--- config.mk ---
export PLATFORM = sky130hd
export DESIGN_NAME = hazard_ctrl_flat
export DESIGN_NICKNAME = d
export VERILOG_FILES = /design/src/rtl/hazard_pkg.sv /design/src/rtl/hazard_if.sv /design/src/rtl/hazard_scoreboard.sv /design/src/rtl/hazard_ctrl.sv /design/src/flat_wrapper.sv
export SDC_FILE = /design/constraint.sdc
export NUM_CORES = 1
export LEC_CHECK = 0
export ABC_AREA = 1
export CORE_MARGIN = 2
export CORE_UTILIZATION = 61
export DETAILED_ROUTE_END_ITERATION = 8
export GPL_ROUTABILITY_DRIVEN = 0
export PLACE_DENSITY = 0.82
export SKIP_CTS_REPAIR_TIMING = 1
export SYNTH_ARGS = -nofsm -noshare
export SYNTH_HDL_FRONTEND = slang
export SYNTH_SLANG_ARGS = --single-unit
--- constraint.sdc ---
create_clock -name clk -period 2.6 [get_ports clk]
set_input_delay 0.26 -clock clk [delete_from_list [all_inputs] [get_ports clk]]
set_output_delay 0.26 -clock clk [all_outputs]
set_load 0.03 [all_outputs]
--- src/rtl/hazard_pkg.sv ---
// Shared types and constants for the ID-stage hazard controller.
package hazard_pkg;

    typedef enum logic [1:0] {
        OP_ALU  = 2'd0,
        OP_LOAD = 2'd1,
        OP_LONG = 2'd2
    } op_kind_t;

    localparam int DEF_NUM_REGS = 32;
    localparam int DEF_REG_AW   = 5;
    localparam int DEF_LOAD_LAT = 1;
    localparam int DEF_LONG_LAT = 4;
    localparam int DEF_PERF_W   = 32;

    // Width needed to hold the largest latency value.
    function automatic int cnt_width(input int load_lat, input int long_lat);
        int m;
        m = (load_lat > long_lat) ? load_lat : long_lat;
        if (m < 1) begin
            return 1;
        end
        return $clog2(m + 1);
    endfunction

endpackage

--- src/rtl/hazard_if.sv ---
// Handshake between the ID stage and the hazard controller.
interface hazard_if #(
    parameter int REG_AW = 5,
    parameter int PERF_W = 32
);
    logic              id_valid;
    logic [REG_AW-1:0] id_rs1;
    logic [REG_AW-1:0] id_rs2;
    logic              id_rs1_used;
    logic              id_rs2_used;
    logic [REG_AW-1:0] id_rd;
    logic              id_rd_we;
    logic              id_is_load;
    logic              id_is_long;
    logic              ex_redirect;
    logic              dmem_wait;
    logic              pc_en;
    logic              ifid_en;
    logic              ifid_flush;
    logic              idex_en;
    logic              idex_flush;
    logic              stall;
    logic [PERF_W-1:0] perf_stall_cycles;

    modport master (
        output id_valid, id_rs1, id_rs2, id_rs1_used, id_rs2_used,
               id_rd, id_rd_we, id_is_load, id_is_long,
               ex_redirect, dmem_wait,
        input  pc_en, ifid_en, ifid_flush, idex_en, idex_flush,
               stall, perf_stall_cycles
    );

    modport slave (
        input  id_valid, id_rs1, id_rs2, id_rs1_used, id_rs2_used,
               id_rd, id_rd_we, id_is_load, id_is_long,
               ex_redirect, dmem_wait,
        output pc_en, ifid_en, ifid_flush, idex_en, idex_flush,
               stall, perf_stall_cycles
    );
endinterface

--- src/rtl/hazard_scoreboard.sv ---
// Per-register result-latency scoreboard: one down-counter per architectural
// register, with a set port for the issuing instruction and two busy read ports.
module hazard_scoreboard
    import hazard_pkg::*;
#(
    parameter int NUM_REGS = DEF_NUM_REGS,
    parameter int REG_AW   = DEF_REG_AW,
    parameter int LOAD_LAT = DEF_LOAD_LAT,
    parameter int LONG_LAT = DEF_LONG_LAT,
    parameter int CW       = cnt_width(DEF_LOAD_LAT, DEF_LONG_LAT)
) (
    input  logic              clk,
    input  logic              rst_n,
    input  logic              hold,
    input  logic              set_en,
    input  logic [REG_AW-1:0] set_rd,
    input  op_kind_t          set_kind,
    input  logic [REG_AW-1:0] rd1_addr,
    input  logic [REG_AW-1:0] rd2_addr,
    output logic              busy1,
    output logic              busy2
);

    logic [CW-1:0] cnt [NUM_REGS];
    logic [CW-1:0] set_val;

    function automatic logic [CW-1:0] kind_lat(input op_kind_t k);
        case (k)
            OP_LOAD: return CW'(LOAD_LAT);
            OP_LONG: return CW'(LONG_LAT);
            default: return '0;
        endcase
    endfunction

    assign set_val = kind_lat(set_kind);

    // A fresh set overrides the decrement, so a newer writer replaces an older one.
    always_ff @(posedge clk or negedge rst_n) begin
        if (!rst_n) begin
            for (int i = 0; i < NUM_REGS; i++) begin
                cnt[i] <= '0;
            end
        end else if (!hold) begin
            for (int i = 0; i < NUM_REGS; i++) begin
                if (i == 0) begin
                    cnt[i] <= '0;
                end else if (set_en && (set_rd == REG_AW'(i))) begin
                    cnt[i] <= set_val;
                end else if (cnt[i] != '0) begin
                    cnt[i] <= cnt[i] - 1'b1;
                end
            end
        end
    end

    assign busy1 = (rd1_addr != '0) && (cnt[rd1_addr] != '0);
    assign busy2 = (rd2_addr != '0) && (cnt[rd2_addr] != '0);

endmodule

--- src/rtl/hazard_ctrl.sv ---
// ID-stage hazard controller: load/long-latency RAW stalls, mul/div structural
// stall, EX redirect flushes, data-memory freeze and a saturating stall counter.
module hazard_ctrl
    import hazard_pkg::*;
#(
    parameter int NUM_REGS = DEF_NUM_REGS,
    parameter int REG_AW   = DEF_REG_AW,
    parameter int LOAD_LAT = DEF_LOAD_LAT,
    parameter int LONG_LAT = DEF_LONG_LAT,
    parameter int PERF_W   = DEF_PERF_W
) (
    input logic     clk,
    input logic     rst_n,
    hazard_if.slave hif
);

    localparam int CW = cnt_width(LOAD_LAT, LONG_LAT);

    op_kind_t          id_kind;
    logic              busy1;
    logic              busy2;
    logic              raw1;
    logic              raw2;
    logic              long_busy;
    logic              live;
    logic              stall;
    logic              issue;
    logic              mark;
    logic [CW-1:0]     long_cnt;
    logic [PERF_W-1:0] perf_cnt;

    function automatic logic [PERF_W-1:0] sat_inc(input logic [PERF_W-1:0] v);
        if (v == '1) begin
            return v;
        end
        return v + 1'b1;
    endfunction

    always_comb begin
        id_kind = OP_ALU;
        if (hif.id_is_load) begin
            id_kind = OP_LOAD;
        end else if (hif.id_is_long) begin
            id_kind = OP_LONG;
        end
    end

    // An instruction that is redirected away or frozen can neither stall nor issue.
    assign live      = hif.id_valid && !hif.ex_redirect && !hif.dmem_wait;
    assign raw1      = hif.id_rs1_used && busy1;
    assign raw2      = hif.id_rs2_used && busy2;
    assign long_busy = (long_cnt != '0);
    assign stall     = live && (raw1 || raw2 || (hif.id_is_long && long_busy));
    assign issue     = live && !stall;
    assign mark      = issue && hif.id_rd_we && (hif.id_rd != '0);

    hazard_scoreboard #(
        .NUM_REGS (NUM_REGS),
        .REG_AW   (REG_AW),
        .LOAD_LAT (LOAD_LAT),
        .LONG_LAT (LONG_LAT),
        .CW       (CW)
    ) u_scoreboard (
        .clk      (clk),
        .rst_n    (rst_n),
        .hold     (hif.dmem_wait),
        .set_en   (mark),
        .set_rd   (hif.id_rd),
        .set_kind (id_kind),
        .rd1_addr (hif.id_rs1),
        .rd2_addr (hif.id_rs2),
        .busy1    (busy1),
        .busy2    (busy2)
    );

    // Tracks the single mul/div unit; a new long op waits until it drains.
    always_ff @(posedge clk or negedge rst_n) begin
        if (!rst_n) begin
            long_cnt <= '0;
        end else if (!hif.dmem_wait) begin
            if (issue && hif.id_is_long) begin
                long_cnt <= CW'(LONG_LAT);
            end else if (long_cnt != '0) begin
                long_cnt <= long_cnt - 1'b1;
            end
        end
    end

    always_ff @(posedge clk or negedge rst_n) begin
        if (!rst_n) begin
            perf_cnt <= '0;
        end else if (stall) begin
            perf_cnt <= sat_inc(perf_cnt);
        end
    end

    // Freeze beats redirect beats stall.
    always_comb begin
        hif.pc_en      = 1'b1;
        hif.ifid_en    = 1'b1;
        hif.ifid_flush = 1'b0;
        hif.idex_en    = 1'b1;
        hif.idex_flush = 1'b0;
        if (hif.dmem_wait) begin
            hif.pc_en   = 1'b0;
            hif.ifid_en = 1'b0;
            hif.idex_en = 1'b0;
        end else if (hif.ex_redirect) begin
            hif.ifid_flush = 1'b1;
            hif.idex_flush = 1'b1;
        end else if (stall) begin
            hif.pc_en      = 1'b0;
            hif.ifid_en    = 1'b0;
            hif.idex_flush = 1'b1;
        end
    end

    assign hif.stall             = stall;
    assign hif.perf_stall_cycles = perf_cnt;

endmodule

--- src/flat_wrapper.sv ---
// flat-port wrapper written by rule: the top's interface ports become plain ports
module hazard_ctrl_flat import hazard_pkg::*;
#(
    parameter int NUM_REGS = DEF_NUM_REGS,
    parameter int REG_AW   = DEF_REG_AW,
    parameter int LOAD_LAT = DEF_LOAD_LAT,
    parameter int LONG_LAT = DEF_LONG_LAT,
    parameter int PERF_W   = DEF_PERF_W
)
  (clk, rst_n, hif_id_valid, hif_id_rs1, hif_id_rs2, hif_id_rs1_used, hif_id_rs2_used, hif_id_rd, hif_id_rd_we, hif_id_is_load, hif_id_is_long, hif_ex_redirect, hif_dmem_wait, hif_pc_en, hif_ifid_en, hif_ifid_flush, hif_idex_en, hif_idex_flush, hif_stall, hif_perf_stall_cycles);
  hazard_if #(.REG_AW(REG_AW), .PERF_W(PERF_W)) hif_i ();
  input logic clk;
  input logic rst_n;
  input wire logic [$bits(hif_i.id_valid)-1:0] hif_id_valid;
  input wire logic [$bits(hif_i.id_rs1)-1:0] hif_id_rs1;
  input wire logic [$bits(hif_i.id_rs2)-1:0] hif_id_rs2;
  input wire logic [$bits(hif_i.id_rs1_used)-1:0] hif_id_rs1_used;
  input wire logic [$bits(hif_i.id_rs2_used)-1:0] hif_id_rs2_used;
  input wire logic [$bits(hif_i.id_rd)-1:0] hif_id_rd;
  input wire logic [$bits(hif_i.id_rd_we)-1:0] hif_id_rd_we;
  input wire logic [$bits(hif_i.id_is_load)-1:0] hif_id_is_load;
  input wire logic [$bits(hif_i.id_is_long)-1:0] hif_id_is_long;
  input wire logic [$bits(hif_i.ex_redirect)-1:0] hif_ex_redirect;
  input wire logic [$bits(hif_i.dmem_wait)-1:0] hif_dmem_wait;
  output wire logic [$bits(hif_i.pc_en)-1:0] hif_pc_en;
  output wire logic [$bits(hif_i.ifid_en)-1:0] hif_ifid_en;
  output wire logic [$bits(hif_i.ifid_flush)-1:0] hif_ifid_flush;
  output wire logic [$bits(hif_i.idex_en)-1:0] hif_idex_en;
  output wire logic [$bits(hif_i.idex_flush)-1:0] hif_idex_flush;
  output wire logic [$bits(hif_i.stall)-1:0] hif_stall;
  output wire logic [$bits(hif_i.perf_stall_cycles)-1:0] hif_perf_stall_cycles;
  assign hif_i.id_valid = hif_id_valid;
  assign hif_i.id_rs1 = hif_id_rs1;
  assign hif_i.id_rs2 = hif_id_rs2;
  assign hif_i.id_rs1_used = hif_id_rs1_used;
  assign hif_i.id_rs2_used = hif_id_rs2_used;
  assign hif_i.id_rd = hif_id_rd;
  assign hif_i.id_rd_we = hif_id_rd_we;
  assign hif_i.id_is_load = hif_id_is_load;
  assign hif_i.id_is_long = hif_id_is_long;
  assign hif_i.ex_redirect = hif_ex_redirect;
  assign hif_i.dmem_wait = hif_dmem_wait;
  assign hif_pc_en = hif_i.pc_en;
  assign hif_ifid_en = hif_i.ifid_en;
  assign hif_ifid_flush = hif_i.ifid_flush;
  assign hif_idex_en = hif_i.idex_en;
  assign hif_idex_flush = hif_i.idex_flush;
  assign hif_stall = hif_i.stall;
  assign hif_perf_stall_cycles = hif_i.perf_stall_cycles;
  hazard_ctrl #(.NUM_REGS(NUM_REGS), .REG_AW(REG_AW), .LOAD_LAT(LOAD_LAT), .LONG_LAT(LONG_LAT), .PERF_W(PERF_W)) u_core (.clk(clk), .rst_n(rst_n), .hif(hif_i));
endmodule
==> run_results.csv <==
group,metric,value,unit
floorplanning,rows,46,
layout,final_cells,1831,
routing,finalWirelength,27.4,mm
power_and_ir_drop,swShare,45.1,%
clock_tree,clkLatencyLatePin,0.43,ns
floorplanning,fp.dieW,133,microns
synthesis,netlist.area_leader.share,31.8,%
layout,layout-drive-gt1-share,10.2,%
clock_tree,cts.path.max_buffers,2,
sta,final.min_clock_period,2.54,ns
critical_path,critPathLaunchType,"flip-flop",
placed_design,place_inst,1793,
sta,drv_slew,0,
synthesis,syn_area,10100,sq um
global_routing,grtUsageTotal,31.8,%
power_and_ir_drop,clock_power_share,20.7,%
synthesis,synthCells,1515,
routing,avgViaCountPerCell,5.53,
synthesis,synthTopCellsByArea,"dfrtp_1 (32%), nand2_1 (23%), ha_1 (8.1%)",
power_and_ir_drop,comb_power_share,50.1,%
clock_tree,numCtsBuffers,17,
critical_path,cp_data_arrival_time,2.28,ns
synthesis,ys_warn_count,0,
layout,antenna-diode-count,0,
routing,wl_per_cell,14.9,microns
critical_path,path_max_fanout,4,
routing,firstDrtPassIters,5,
power_and_ir_drop,p_switching,5.29,mW
global_routing,grt_max_degree,66,
floorplanning,start_util,63.0,%
power_and_ir_drop,power_leakage,6.53,nW
placed_design,place.port_buffers,62,
sta,rsz0062_at_grt,"yes",
synthesis,synth_seq_cells,128,
clock_tree,cts_tree,"done",
floorplanning,die_y,133,microns
synthesis,yosysSeqAreaShare,31.8,%
global_routing,grt_pass1_vias,9603,
global_routing,use_met2,52.3,%
layout,area_delta_synth_final,17.5,%
routing,vias,10100,
sta,setup_viol_count_final,0,
layout,mostFrequentLayoutCells,"nand2_1 (605), inv_1 (194), nand3_1 (139)",
critical_path,critical_path_class,"reg2out",
global_routing,met3_usage,5.44,%
sta,finClkSkew,0.00996,ns
global_routing,top_usage_layer,"met2",
layout,final_common_cell,"nand2_1",
clock_tree,numClockSinks,128,
routing,antenna_left,0,
sta,finalHoldViolations,0,
power_and_ir_drop,vdd_drop_max,0.635,mV
clock_tree,htree_levels,4,
global_routing,met1_usage,41.5,%
synthesis,yosysUniqueCellTypes,33,
critical_path,cp.required,2.34,ns
synthesis,post-synth-top-area-cell,"dfrtp_1",
synthesis,syn_nets,1605,
placed_design,dp.final_hpwl,19.3,mm
sta,worst_slew_pin_slew,0.830,ns
power_and_ir_drop,power.internal,6.45,mW
clock_tree,clk_pin_slew,0.06,ns
power_and_ir_drop,seqPwrFrac,29.2,%
run_status,run_status,"complete, no violations",
floorplanning,die_area,17600,sq um
layout,nets,1692,
clock_tree,clockRootBuffer,"clkbuf_16",
floorplanning,design.core.area,16000,sq um
global_routing,grt_pass1_wl,45.4,mm
global_routing,grt_overflow,0,
floorplanning,io_pins,63,
sta,relSlewSlack,44.7,%
run,maxCapViolCount,0,
power_and_ir_drop,p_per_area,991,nW/um^2
sta,fmax,394,MHz
routing,drc,0,
power_and_ir_drop,fin_total_pwr,11.7,mW
min_path,min_path_type,"in2async",
routing,drt_iter0_markers,979,
sta,min_period_over_period,97.6,%
synthesis,avgSynthCellArea,6.65,sq um
global_routing,antenna_found_initial,0,
critical_path,cp-end-kind,"output pin",
## flip-flops by register name, summed over array words and instances, names as in the netlist
signal	flops
u_core.hif.perf_stall_cycles	32
u_core.long_cnt	3
u_core.u_scoreboard.cnt	93
## area by class of cell
cell class	instances	area [sq um]
Multi-Input combinational cell	1133	5910
Fill cell	1277	4160
Sequential cell	128	3200
Timing Repair Buffer	111	1070
Inverter	211	798
Clock buffer	17	425
Tap cell	216	270
Clock inverter	15	161
## power by group through the flow
| stage | registers [mW] | logic [mW] | clock network, mW |
|---|---|---|---|
| 5_1_grt | 3.52 | 6.83 | 2.53 |
| 2_1_floorplan | 3.36 | 4.27 | 0 |
| 6_report | 3.43 | 5.88 | 2.43 |
| 3_3_place_gp | 3.38 | 5.34 | 0 |
| 4_1_cts | 3.38 | 5.69 | 2.45 |
| 3_5_place_dp | 3.39 | 5.61 | 0 |
## routing by layer
layer | part of all wire (%) | wire length, microns
met1 | 42 | 11500
met2 | 47 | 12800
met3 | 7.9 | 2150
met4 | 3.4 | 941
met5 | 0 | 0
## synth_stat cells
cell type      number
nor2_4              2
xor2_1             54
a21oi_1            37
inv_2               8
a31oi_1             4
nand4_1            46
buf_2              12
ha_1               65
o21ai_0             9
nand2_1           609
nand3_4             2
clkinv_1            2
dfrtp_1           128
nor2_1             83
inv_1             201
nor3b_1             1
nand3_1           146
o21ai_1             2
buf_4               2
clkbuf_8            1
nor3_4              1
xnor2_1             7
nor4_1              8
nor2_8              1
buf_1               1
clkbuf_1           14
buf_6              10
a21oi_2             5
dlygate4sd3_1       3
nand3_2            21
nand2_2             2
nor3_1             25
nor2_2              3
## logic make-up (layout without fill, tap and decap cells)
logic type / count (synthesis) / in the layout / share of synthesized area (%)
and+or+nand+nor: 950 / 950 / 41.0
buffers and inverters: 254 / 354 / 10.7
DFF: 128 / 128 / 31.8
adders and majority gates: 65 / 65 / 8.07
xor gates and xnor gates: 61 / 61 / 5.30
AOI/OAI and AO/OA: 57 / 57 / 3.07
## metrics by stage
stage	instance area [sq um]	setup slack, ns	TNS [ns]	hold slack, ns	util [%]
after global routing	11800	-0.0600	-0.261	0.357	74.0
final	11800	0.0619	0	0.294	74.0
after detailed placement	11100	-0.396	-35.06	0.211	69.1
after global placement	11100	-0.327	-31.03	0.210	69.1
after CTS	11600	-0.221	-0.666	-0.244	72.8
after floorplan	10100	0.257	0	-0.0356	-
## worst paths after layout
kind	start	to	slack [ns]	cells after the start
worst max-delay path	u_core.u_scoreboard.cnt[11]	hif_ifid_en	0.06	14
worst max register to register	u_core.u_scoreboard.cnt[11]	u_core.u_scoreboard.cnt[59]	0.14	16
worst min register to register	u_core.u_scoreboard.cnt[22]	u_core.u_scoreboard.cnt[22]	0.47	2
max in group asynchronous	rst_n	u_core.hif.perf_stall_cycles[7]	1.63	3
min in group clk	hif_dmem_wait	u_core.u_scoreboard.cnt[37]	0.41	5
worst min-delay path	rst_n	u_core.u_scoreboard.cnt[38]	0.29	2
## critical path, cell delays in order (launching register included)
cell and delay (ns):
dfrtp_1 0.41, inv_1 0.11, nand3_2 0.14, nor2_1 0.13
nor2_1 0.06, nand2_1 0.09, nand3_1 0.10, nand3_2 0.09
nand2_2 0.07, nand2_2 0.07, nand3_4 0.11, nand2_4 0.13
inv_4 0.05, nor2_4 0.13, buf_6 0.15
Power figures use the tool's default switching activity.
